`config.mk`:
```
export PLATFORM = sky130hd
export DESIGN_NAME = fetch_ctrl
export DESIGN_NICKNAME = d
export VERILOG_FILES = /design/src/rtl/fetch_ctrl_pkg.sv /design/src/rtl/fetch_ctrl.sv
export SDC_FILE = /design/constraint.sdc
export NUM_CORES = 1
export LEC_CHECK = 0
export ABC_AREA = 1
export BUFFER_PORTS_ARGS = -buffer_cell sky130_fd_sc_hd__buf_2
export CAP_MARGIN = 5
export CORE_MARGIN = 4
export CORE_UTILIZATION = 35
export CTS_CLUSTER_DIAMETER = 50
export DETAILED_ROUTE_END_ITERATION = 8
export HOLD_SLACK_MARGIN = 0.05
export PLACE_DENSITY = 0.58
export SYNTH_ARGS = -nofsm -noshare
export SYNTH_HDL_FRONTEND = slang
export SYNTH_SLANG_ARGS = --single-unit
```
`constraint.sdc`:
```
create_clock -name clk -period 3.5 [get_ports clk]
set_clock_uncertainty 0.05 [all_clocks]
set_input_delay 0.7 -clock clk [delete_from_list [all_inputs] [get_ports clk]]
set_output_delay 0.7 -clock clk [all_outputs]
set_load 0.01 [all_outputs]
```
`src/rtl/fetch_ctrl_pkg.sv`:
```
// Shared definitions for the instruction fetch controller: address width,
// reset vector and the 2-bit FSM state encoding.
package fetch_ctrl_pkg;

  localparam int          FC_XLEN     = 64;
  localparam logic [63:0] FC_RESET_PC = 64'h0000_0000_8000_0000;

  typedef enum logic [1:0] {
    ST_IDLE = 2'd0,
    ST_REQ  = 2'd1,
    ST_WAIT = 2'd2,
    ST_HOLD = 2'd3
  } fc_state_t;

endpackage

```
`src/rtl/fetch_ctrl.sv`:
```
// Single-outstanding instruction fetch FSM: requests a word at pc, holds the
// returned instruction for decode, and squashes responses made stale by redirects.
module fetch_ctrl
  import fetch_ctrl_pkg::*;
#(
  parameter int               XLEN     = FC_XLEN,
  parameter logic [XLEN-1:0]  RESET_PC = FC_RESET_PC[XLEN-1:0]
) (
  input  logic            clk,
  input  logic            rst_n,
  input  logic            fetch_en,
  output logic            mem_req,
  output logic [XLEN-1:0] mem_addr,
  input  logic            mem_gnt,
  input  logic            mem_rvalid,
  input  logic [31:0]     mem_rdata,
  input  logic            redirect_valid,
  input  logic [XLEN-1:0] redirect_pc,
  output logic            out_valid,
  input  logic            out_ready,
  output logic [31:0]     out_inst,
  output logic [XLEN-1:0] out_pc,
  output logic            busy
);

  fc_state_t       state;
  logic [XLEN-1:0] pc;
  logic            squash;
  logic [XLEN-1:0] target;

  // Redirect targets are forced to word alignment.
  assign target = redirect_pc & ~{{(XLEN-2){1'b0}}, 2'b11};

  always_ff @(posedge clk or negedge rst_n) begin
    if (!rst_n) begin
      state    <= ST_IDLE;
      pc       <= RESET_PC;
      squash   <= 1'b0;
      out_inst <= '0;
      out_pc   <= '0;
    end else begin
      if (redirect_valid)
        pc <= target;
      else if (state == ST_HOLD && out_ready)
        pc <= pc + XLEN'(4);

      unique case (state)
        ST_IDLE: begin
          if (fetch_en && !redirect_valid)
            state <= ST_REQ;
        end
        ST_REQ: begin
          if (mem_gnt) begin
            state  <= ST_WAIT;
            squash <= redirect_valid;
          end
        end
        ST_WAIT: begin
          if (mem_rvalid) begin
            // A redirect arriving with the data also makes the data stale.
            if (squash || redirect_valid) begin
              squash <= 1'b0;
              state  <= fetch_en ? ST_REQ : ST_IDLE;
            end else begin
              out_inst <= mem_rdata;
              out_pc   <= pc;
              state    <= ST_HOLD;
            end
          end else if (redirect_valid) begin
            squash <= 1'b1;
          end
        end
        ST_HOLD: begin
          if (redirect_valid)
            state <= ST_REQ;
          else if (out_ready)
            state <= fetch_en ? ST_REQ : ST_IDLE;
        end
        default: state <= ST_IDLE;
      endcase
    end
  end

  assign mem_req   = (state == ST_REQ);
  assign mem_addr  = pc;
  assign out_valid = (state == ST_HOLD);
  assign busy      = (state == ST_REQ) || (state == ST_WAIT);

endmodule

```
==> results of run 1 <==
## power by group through the flow
stage | Sequential (uW) | Clock (uW) | Combinational [uW]
final | 2990 | 1850 | 2390
after CTS | 2980 | 1890 | 2430
after global routing | 3080 | 1980 | 2690
after floorplan | 3240 | 0 | 1020
after global placement | 2990 | 0 | 2390
after detailed placement | 3010 | 0 | 2430
## synthesized netlist by cell type
| cell type | number |
|---|---|
| nor2_4 | 7 |
| and2_4 | 1 |
| nand3_1 | 78 |
| conb_1 | 1 |
| dfrtp_1 | 158 |
| o22ai_1 | 2 |
| xor2_1 | 18 |
| buf_4 | 9 |
| nand4_1 | 18 |
| mux2_2 | 34 |
| o2111ai_1 | 2 |
| o221a_2 | 1 |
| nor2_1 | 88 |
| nor2_2 | 13 |
| a31o_2 | 1 |
| nand3_2 | 3 |
| nand2_2 | 7 |
| nor3_1 | 4 |
| nand2_1 | 323 |
| o221ai_1 | 7 |
| o21ai_1 | 5 |
| o211ai_1 | 11 |
| o21bai_1 | 8 |
| ha_1 | 6 |
| a31oi_1 | 1 |
| nor3_4 | 1 |
| o21ai_0 | 103 |
| inv_2 | 6 |
| and2_1 | 2 |
| a21oi_1 | 5 |
| dfstp_2 | 1 |
| clkbuf_1 | 18 |
| nor4_1 | 1 |
| buf_6 | 2 |
| buf_2 | 11 |
| inv_1 | 106 |
## sequential cells by signal (all words and copies together), names as in the netlist
name and flops:
out_pc 62, state 2, squash 1, out_inst 32
mem_addr 62
## stage by stage
stage	power, uW	utilization
2_1_floorplan	4260	-
3_3_place_gp	5390	0.426
3_5_place_dp	5430	0.426
4_1_cts	7300	0.450
5_1_grt	7750	0.450
6_report	7220	0.450
## critical path: cells and delay by family (launching register included)
family,cells,cell delay [ns]
AO/OA/AOI/OAI,2,0.34
adder cells (fa/ha/maj),1,0.23
buffers and inverters,3,0.84
AND/OR/NAND/NOR,2,0.31
flip-flops,1,0.41
## worst max path at each step
stage	from	endpoint	slack, ns	depth (start not counted)
after CTS	state[0]	mem_addr[24]	1.20	8
final	state[0]	mem_addr[24]	1.21	8
after global placement	out_ready	mem_addr[24]	1.10	8
after detailed placement	out_ready	mem_addr[24]	1.05	8
after floorplan	redirect_valid	out_inst[0]	1.66	6
after global routing	state[0]	mem_addr[21]	1.06	8
## metal layers
metal | routed length [um] | track usage | vias to the layer above
met3 | 2280 | 0.0549 | 37
met5 | 63 | 0 | -
li1 | - | - | 3925
met2 | 13200 | 0.352 | 310
met1 | 13200 | 0.299 | 3773
met4 | 503 | 0.0618 | 10
## logic make-up (layout without fill, tap and decap cells)
kind of cell    after synthesis  count (layout)  synth area share
other cells                   1               4          0.000446
fa+ha+maj                     6               6           0.00893
mux                          34              34            0.0456
compound gates              146             146            0.0983
buf+inv                     152             413            0.0754
flops                       159             159             0.474
simple gates                546             546             0.279
xor+xnor                     18              18            0.0188
## layout make-up
cell class,count,area share
clock buffer,20,0.0441
clock inverter,11,0.00992
inverter,112,0.0397
multi-input combinational,754,0.360
sequential,159,0.376
tap,319,0.0377
timing repair buffer,270,0.133
==> flow_summary.ini, run 1 <==
[timing]
setup_ws_ns = 1.21
fin_crit_ns = 2.29
setup_viol = 0
rsz0062_at_grt = no
hold_violations = 0
slew_headroom = 0.653
final_max_slew_viol_count = 0
setup_tns_ns = 0
fin_crit_sh = 0.655
max_freq_mhz = 436
whs_ns = 0.121
worst_pin_slew_ns = 0.519

[synthesis]
synth_seq_cells = 159
synth_top_cell_by_area = dfrtp_1
ys_warn_count = 0
syn_avg_cell_area_sq_um = 7.91
synth_area_leaders = dfrtp_1 (47%), nand2_1 (14%), o21ai_0 (6.1%)
yosysTopAreaCellShare = 0.471
postSynthCellCount = 1062
ys_seq_area_frac = 0.474
synth.distinct_cells = 36
synth_area_sq_mm = 0.00840

[floorplan]
rows = 56
io-pin-count = 266
die_h_um = 163
core_sq_mm = 0.0235
start_util = 0.357
die-width_um = 163
dieArea_sq_mm = 0.0265

[detailed_routing]
wl_mm = 29.3
via_per_inst = 4.90
vias = 8055
wl_per_cell_um = 17.8
antenna_left = 0
drc = 0
dr.pass1.iters = 5
drt_iter0_drc = 516

[worst_setup_path]
path_max_fanout = 22
start_kind = flop
max_stage_delay_ns = 0.41
reg2reg_depth = 8
end_kind = flop
crit_arrival_ns = 2.56
critical_path_class = reg2reg
r2r-end = mem_addr[24]
r2r-start = state[0]
cp_slowest_cell = dfrtp_1
required_ns = 3.77
crit_path_frequent_cell = inv_2
r2r_slack_ns = 1.21
cp_cell_sequence = ha_1 -> nand2_1 -> inv_2 -> nor2_2 -> inv_2 -> buf_4 -> o21ai_0 -> a31o_2

[cells_and_area]
fillers = 2435
multi_input_area_sq_mm = 0.00381
antenna_cells = 0
layout-drive-gt1-share = 0.284
nNetsFinal = 1423
layout_common_cells = nand2_1 (323), buf_2 (258), dfrtp_1 (158), inv_1 (106), o21ai_0 (103)
areaGrowthSynthToFinish_pct = 26.1
fin_cells = 1645
fin_area_sq_mm = 0.0106
layout_commonest_cell = nand2_1
regArea_sq_mm = 0.00398

[pwr]
cellLeakagePower_uw = 0.00533
p_clk_frac = 0.256
p_switching_uw = 2700
p_sw_frac = 0.373
cellPowerDensity_mw_per_mm2 = 682
internal_power_uw = 4530
p_seq_frac = 0.413
ir_worst_vdd_mv = 0.414
pwr-share-comb = 0.331

[global_routing]
grt_pass1_wl_mm = 45.3
globalRouteOverflowTotal = 0
grt_max_degree = 112
grt_pass1_vias = 7912
gr-usage-all-layers = 0.220
antenna_found_initial = 5

[cts]
clockBufferDepth = 2
ctsHtreeMaxLevel = 4
ctsHoldBuffers = 0
cts_setup_buffers = 0
clock_latency_ns = 0.43
post_cts_resized = 0
numCtsBuffers = 17
clock-root-buffer = clkbuf_16
clkSinkCount = 159
cts_tree = built
clkTransAtPathRegs_ns = 0.07

[placed_design]
place_area_sq_mm = 0.0100
hpwl_mm = 22.4
place_inst = 1614
post-place-ws_ns = 1.05
gp_congestion = 0.930
io_buffers = 259

[job]
drv_cap = 0

[worst_hold_path]
hp-class = in2async

[outcome]
status = finished clean
Note: power is estimated with default switching activity, not from simulation.
==> run 2: changes to the inputs <==
--- a/config.mk
+++ b/config.mk
@@ -5,7 +5,7 @@
 export SDC_FILE = /design/constraint.sdc
 export NUM_CORES = 1
 export LEC_CHECK = 0
-export ABC_AREA = 1
+export ABC_AREA = 0
 export BUFFER_PORTS_ARGS = -buffer_cell sky130_fd_sc_hd__buf_2
 export CAP_MARGIN = 5
 export CORE_MARGIN = 4
@@ -13,7 +13,7 @@
 export CTS_CLUSTER_DIAMETER = 50
 export DETAILED_ROUTE_END_ITERATION = 8
 export HOLD_SLACK_MARGIN = 0.05
-export PLACE_DENSITY = 0.58
+export PLACE_DENSITY = 0.59
 export SYNTH_ARGS = -nofsm -noshare
 export SYNTH_HDL_FRONTEND = slang
 export SYNTH_SLANG_ARGS = --single-unit
==> constraint.sdc (replaced) <==
create_clock -name clk -period 2.4 [get_ports clk]
set_clock_uncertainty 0.05 [all_clocks]
set_input_delay 0.48 -clock clk [delete_from_list [all_inputs] [get_ports clk]]
set_output_delay 0.48 -clock clk [all_outputs]
set_load 0.01 [all_outputs]
==> flow_summary.ini, run 2 <==
[synthesis]
synth_area_sq_mm = 0.00780
synth.distinct_cells = 45
synth-edff-count = 0
yosysMostFrequentCell = dfrtp_1
ys_seq_area_frac = 0.510
synth_commonest_cells = dfrtp_1 (158), mux2_2 (94), nand2_1 (84)
synth_area_leaders = dfrtp_1 (51%), mux2_2 (14%), nand2_1 (4.0%)
yosysTopAreaCellShare = 0.507
synth_flop_cell = dfrtp_1
synth_top_cell_by_area = dfrtp_1
synth_seq_cells = 159
ys_async_sr_fraction = 1.00
postSynthCellCount = 693
syn_avg_cell_area_sq_um = 11.3
ys_warn_count = 0

[worst_setup_path]
r2r_slack_ns = 0.16
end_kind = flop
cp_slowest_cell = or4_4
startpoint = mem_addr[18]
required_ns = 2.66
path_max_fanout = 13
start_kind = flop
reg2reg_depth = 5
critical_path_class = reg2reg
cp_cell_sequence = nand3_2 -> or4_4 -> nor3_1 -> a41o_1 -> o211ai_1
crit_arrival_ns = 2.49
r2r-end = mem_addr[56]
max_stage_delay_ns = 0.72
r2r-start = mem_addr[18]

[worst_hold_path]
min_path_cells = 3
hold_start = redirect_pc[46]
worstHoldEndpoint = mem_addr[46]
hp-class = in2reg

[cells_and_area]
nNetsFinal = 1087
layout_commonest_cell = buf_2
layout-drive-gt1-share = 0.462
areaGrowthSynthToFinish_pct = 32.2
fin_area_sq_mm = 0.0103
layout_common_cells = buf_2 (257), dfrtp_1 (158), mux2_2 (94), nand2_1 (84), buf_4 (41)

[floorplan]
io-pin-count = 266
core_sq_mm = 0.0219
start_util = 0.356
die_h_um = 157
rows = 54
dieArea_sq_mm = 0.0247
die-width_um = 157

[global_routing]
grt_pass1_vias = 6188
antenna_found_initial = 4
grt_pass1_wl_mm = 35.2
grt_max_degree = 113
globalRouteOverflowTotal = 0
gr-usage-all-layers = 0.181

[detailed_routing]
wl_mm = 22.6
via_per_inst = 5.08
dr.pass1.iters = 5
drc = 0
wl_met1_mm = 10.3
wl_met2_mm = 10.3
wl_per_cell_um = 17.7
routed.top_layer = met5
vias = 6465
antenna_left = 0
dr_wl_met3_mm = 1.54
drt_iter0_drc = 391

[cts]
cts_setup_buffers = 0
numCtsBuffers = 17
clkTransAtPathRegs_ns = 0.07
cts_tree = built
clockBufferDepth = 2
clkSinkCount = 159
clock_latency_ns = 0.43
clock-root-buffer = clkbuf_16
ctsHtreeMaxLevel = 4

[pwr]
cellLeakagePower_uw = 0.00484
cellPowerDensity_mw_per_mm2 = 966
ir_worst_vdd_mv = 0.438

[timing]
hold_violations = 0
max_freq_mhz = 447
final_max_slew_viol_count = 0
fin_crit_ns = 2.24
rsz0062_at_grt = no
slew_headroom = 0.666
setup_tns_ns = 0
worst_pin_slew_ns = 0.500
fin_crit_sh = 0.932
setup_viol = 0

[placed_design]
place_area_sq_mm = 0.00970
gp_congestion = 0.795
hpwl_mm = 16.6
io_buffers = 259

[job]
drv_cap = 0

[outcome]
status = finished clean
## run 2: worst max path at each step
stage                              end  slack, ns  depth (start not counted)
final                     mem_addr[56]       0.16                          5
after global routing      mem_addr[27]       0.01                          5
after CTS                 mem_addr[60]       0.06                          6
after detailed placement  mem_addr[56]       0.07                          6
after global placement    mem_addr[56]       0.12                          6
after floorplan           out_inst[10]       0.15                          7
## run 2: stage by stage
step / hold slack (ns) / total power [uW] / worst slack (ns) / util / cells
after global routing: 0.198 / 10600 / 0.0132 / 0.471 / 1272
after CTS: 0.172 / 10100 / 0.0605 / 0.470 / 1271
after detailed placement: 0.415 / 7300 / 0.0721 / 0.443 / 1238
after global placement: 0.416 / 7220 / 0.121 / 0.443 / 1238
final: 0.190 / 9960 / 0.164 / 0.471 / 1273
after floorplan: 0.134 / 5810 / 0.153 / - / 696
## run 2: kinds of logic (layout without fill, tap and decap cells)
logic type | Yosys count | after routing | synth area share
AND/OR/NAND/NOR | 260 | 260 | 0.203
flip-flops | 159 | 159 | 0.510
multiplexers | 103 | 103 | 0.147
AO/OA/AOI/OAI | 73 | 73 | 0.0566
buffers and inverters | 53 | 348 | 0.0300
XOR/XNOR | 38 | 38 | 0.0427
adder cells (fa/ha/maj) | 6 | 6 | 0.00962
other | 1 | 6 | 0.000481
## run 2: layer usage
metal  vias up  global-route usage
li1       3099                   -
met1      3143               0.252
met2       190               0.276
met3        27              0.0481
met4         6              0.0557
met5         -                   0
## run 2: power by group
part,internal (uW),total [uW],switching [uW]
registers,3570,4080,511
logic,1590,3130,1540
clock network,1550,2750,1210
total,6710,9960,3260
## run 2: critical path, delay by kind of cell (launching register included)
kind	cells	cell delay, ns
AO/OA/AOI/OAI	2	0.30
AND/OR/NAND/NOR	3	1.29
flip-flops	1	0.47
## run 2: timing repair
item,4_1_cts,5_1_grt
hold buffers,1,0
resized for setup,0,3
endpoints found under the hold margin,43,0
setup endpoints to repair,0,15
## run 2: cell type report
type                            instances  area, sq um
Tap cell                              280          350
Fill cell                            2065        11600
Multi-Input combinational cell        484         3620
Antenna cell                            2         5.00
Clock inverter                         15          160
Clock buffer                           17          425
Inverter                               10         37.5
Timing Repair Buffer                  306         1740
Sequential cell                       159         3980
==> run 3: changes to the inputs <==
--- a/config.mk
+++ b/config.mk
@@ -8,12 +8,14 @@
 export ABC_AREA = 0
 export BUFFER_PORTS_ARGS = -buffer_cell sky130_fd_sc_hd__buf_2
 export CAP_MARGIN = 5
+export CELL_PAD_IN_SITES_DETAIL_PLACEMENT = 0
+export CELL_PAD_IN_SITES_GLOBAL_PLACEMENT = 2
 export CORE_MARGIN = 4
-export CORE_UTILIZATION = 35
+export CORE_UTILIZATION = 31
 export CTS_CLUSTER_DIAMETER = 50
 export DETAILED_ROUTE_END_ITERATION = 8
 export HOLD_SLACK_MARGIN = 0.05
-export PLACE_DENSITY = 0.59
+export PLACE_DENSITY = 0.8
 export SYNTH_ARGS = -nofsm -noshare
 export SYNTH_HDL_FRONTEND = slang
 export SYNTH_SLANG_ARGS = --single-unit
==> constraint.sdc (replaced) <==
create_clock -name clk -period 2.4 [get_ports clk]
set_clock_uncertainty 0.05 [all_clocks]
set_input_delay 0.12 -clock clk [delete_from_list [all_inputs] [get_ports clk]]
set_output_delay 0.12 -clock clk [all_outputs]
set_load 0.01 [all_outputs]
==> flow_summary.ini, run 3 (synthesized netlist as in run 2, its figures left out) <==
[cells_and_area]
multi_input_area_sq_mm = 0.00362
layout-drive-gt1-share = 0.421
antenna_cells = 0
areaGrowthSynthToFinish_pct = 46.6
layout_common_cells = buf_2 (257), dfrtp_1 (158), dlygate4sd3_1 (101), mux2_2 (94), nand2_1 (83)
regArea_sq_mm = 0.00398
nNetsFinal = 1188
layout_commonest_cell = buf_2
fillers = 2351

[worst_setup_path]
cp.buffers_inverters = 1
r2r_slack_ns = 0.11
required_ns = 2.70
path_max_fanout = 7
r2r-start = state[0]
cp_cell_sequence = ha_2 -> nand4_1 -> buf_4 -> nor4_2 -> nand4_1 -> or4_1 -> nand3_1
cp_top_family = simple AND/OR/NAND/NOR gates
startpoint = state[0]
r2r-end = mem_addr[54]
crit_arrival_ns = 2.59
reg2reg_depth = 7
critical_path_class = reg2reg
crit_path_frequent_cell = nand4_1
end_kind = flop
cp_slowest_cell = or4_1
max_stage_delay_ns = 0.45
start_kind = flop

[detailed_routing]
wl_met1_mm = 11.2
wl_mm = 24.4
antenna_left = 0
via_per_inst = 4.77
drt_iter0_drc = 342
dr.pass1.iters = 5
vias = 6751
wl_per_cell_um = 17.2
dr_wl_met3_mm = 1.30
wl_met2_mm = 11.5
routed.top_layer = met5
drc = 0

[job]
drv_cap = 0

[placed_design]
gp_congestion = 0.780
hpwl_mm = 17.6
io_buffers = 259

[cts]
ctsHtreeMaxLevel = 4
clkTransAtPathRegs_ns = 0.07
cts_tree = built
clock-root-buffer = clkbuf_16
clkSinkCount = 159
clock_latency_ns = 0.42
clockBufferDepth = 2
numCtsBuffers = 17

[timing]
setup_viol = 0
max_freq_mhz = 436
worst_pin_slew_ns = 0.555
hold_violations = 0
final_max_slew_viol_count = 0
fin_crit_ns = 2.29
slew_headroom = 0.630
rsz0062_at_grt = yes
fin_crit_sh = 0.955
whs_ns = 0.0801

[global_routing]
globalRouteOverflowTotal = 0
grt_pass1_vias = 7080
gr-usage-all-layers = 0.176
grt_pass1_wl_mm = 39.8
grt_max_degree = 81
antenna_found_initial = 1

[worst_hold_path]
hp-class = in2reg
hold_start = fetch_en
min_path_cells = 5
worstHoldEndpoint = state[0]

[floorplan]
die-width_um = 167
rows = 57
core_sq_mm = 0.0245
io-pin-count = 266
start_util = 0.318
die_h_um = 167
dieArea_sq_mm = 0.0278

[pwr]
p_total_uw = 10500
cellPowerDensity_mw_per_mm2 = 916
ir_worst_vdd_mv = 0.504
cellLeakagePower_uw = 0.00530

[outcome]
status = finished clean
run 3: cell types whose count changed in the layout (fill, tap and decap cells not counted), moves of 2 or more:
cell	before	now
dlygate4sd3_1	1	101
buf_4	41	43
diode_2	2	0
bufinv_16	2	4
clkinvlp_4	5	0
inv_8	0	5
clkinv_2	2	0
run 3: routing by layer:
metal | up-vias | global-route usage
met3 | 29 | 0.0415
li1 | 3273 | -
met2 | 206 | 0.292
met5 | - | 0
met1 | 3241 | 0.235
met4 | 2 | 0.0413
run 3: power breakdown:
| part | total [uW] | internal, uW | switching [uW] |
|---|---|---|---|
| Clock | 3070 | 1820 | 1250 |
| Combinational | 3330 | 1720 | 1610 |
| Sequential | 4070 | 3570 | 508 |
| Total | 10500 | 7110 | 3370 |
run 3: layout make-up:
| cell class | instances | share of cell area |
|---|---|---|
| clock buffers | 18 | 0.0384 |
| clock inverters | 14 | 0.0193 |
| inverters | 10 | 0.00328 |
| multi-input cells | 484 | 0.317 |
| flip-flops and latches | 159 | 0.348 |
| well taps | 324 | 0.0354 |
| repair buffers | 407 | 0.239 |
run 3: through the flow:
step,worst slack (ns),cells,area [sq um],utilization,TNS (ns)
finish,0.109,1416,11400,0.466,0
global route,-0.0381,1416,11400,0.466,-0.0577
CTS,0.0635,1415,11400,0.465,0
detailed placement,0.0889,1282,9740,0.397,0
global placement,0.137,1282,9740,0.397,0
floorplan,0.153,696,7810,-,0
run 3: what timing repair did:
item,CTS,global route
setup buffers,0,1
hold endpoints to repair,148,0
hold buffers,101,0
setup endpoints to repair,0,11
resized for setup,0,4
run 3: how the worst max path moves through the flow:
stage | end | slack, ns | cells after the start
after floorplan | out_inst[10] | 0.15 | 7
after global placement | mem_addr[56] | 0.14 | 6
after detailed placement | mem_addr[56] | 0.09 | 6
after CTS | mem_addr[56] | 0.06 | 6
after global routing | mem_addr[54] | -0.04 | 7
final | mem_addr[54] | 0.11 | 7
run 3: worst reg2reg max path, delay by kind of cell (launching register included):
| family | cells | cell delay [ns] |
|---|---|---|
| buf+inv | 1 | 0.25 |
| simple gates | 5 | 1.32 |
| fa+ha+maj | 1 | 0.25 |
| flops | 1 | 0.36 |
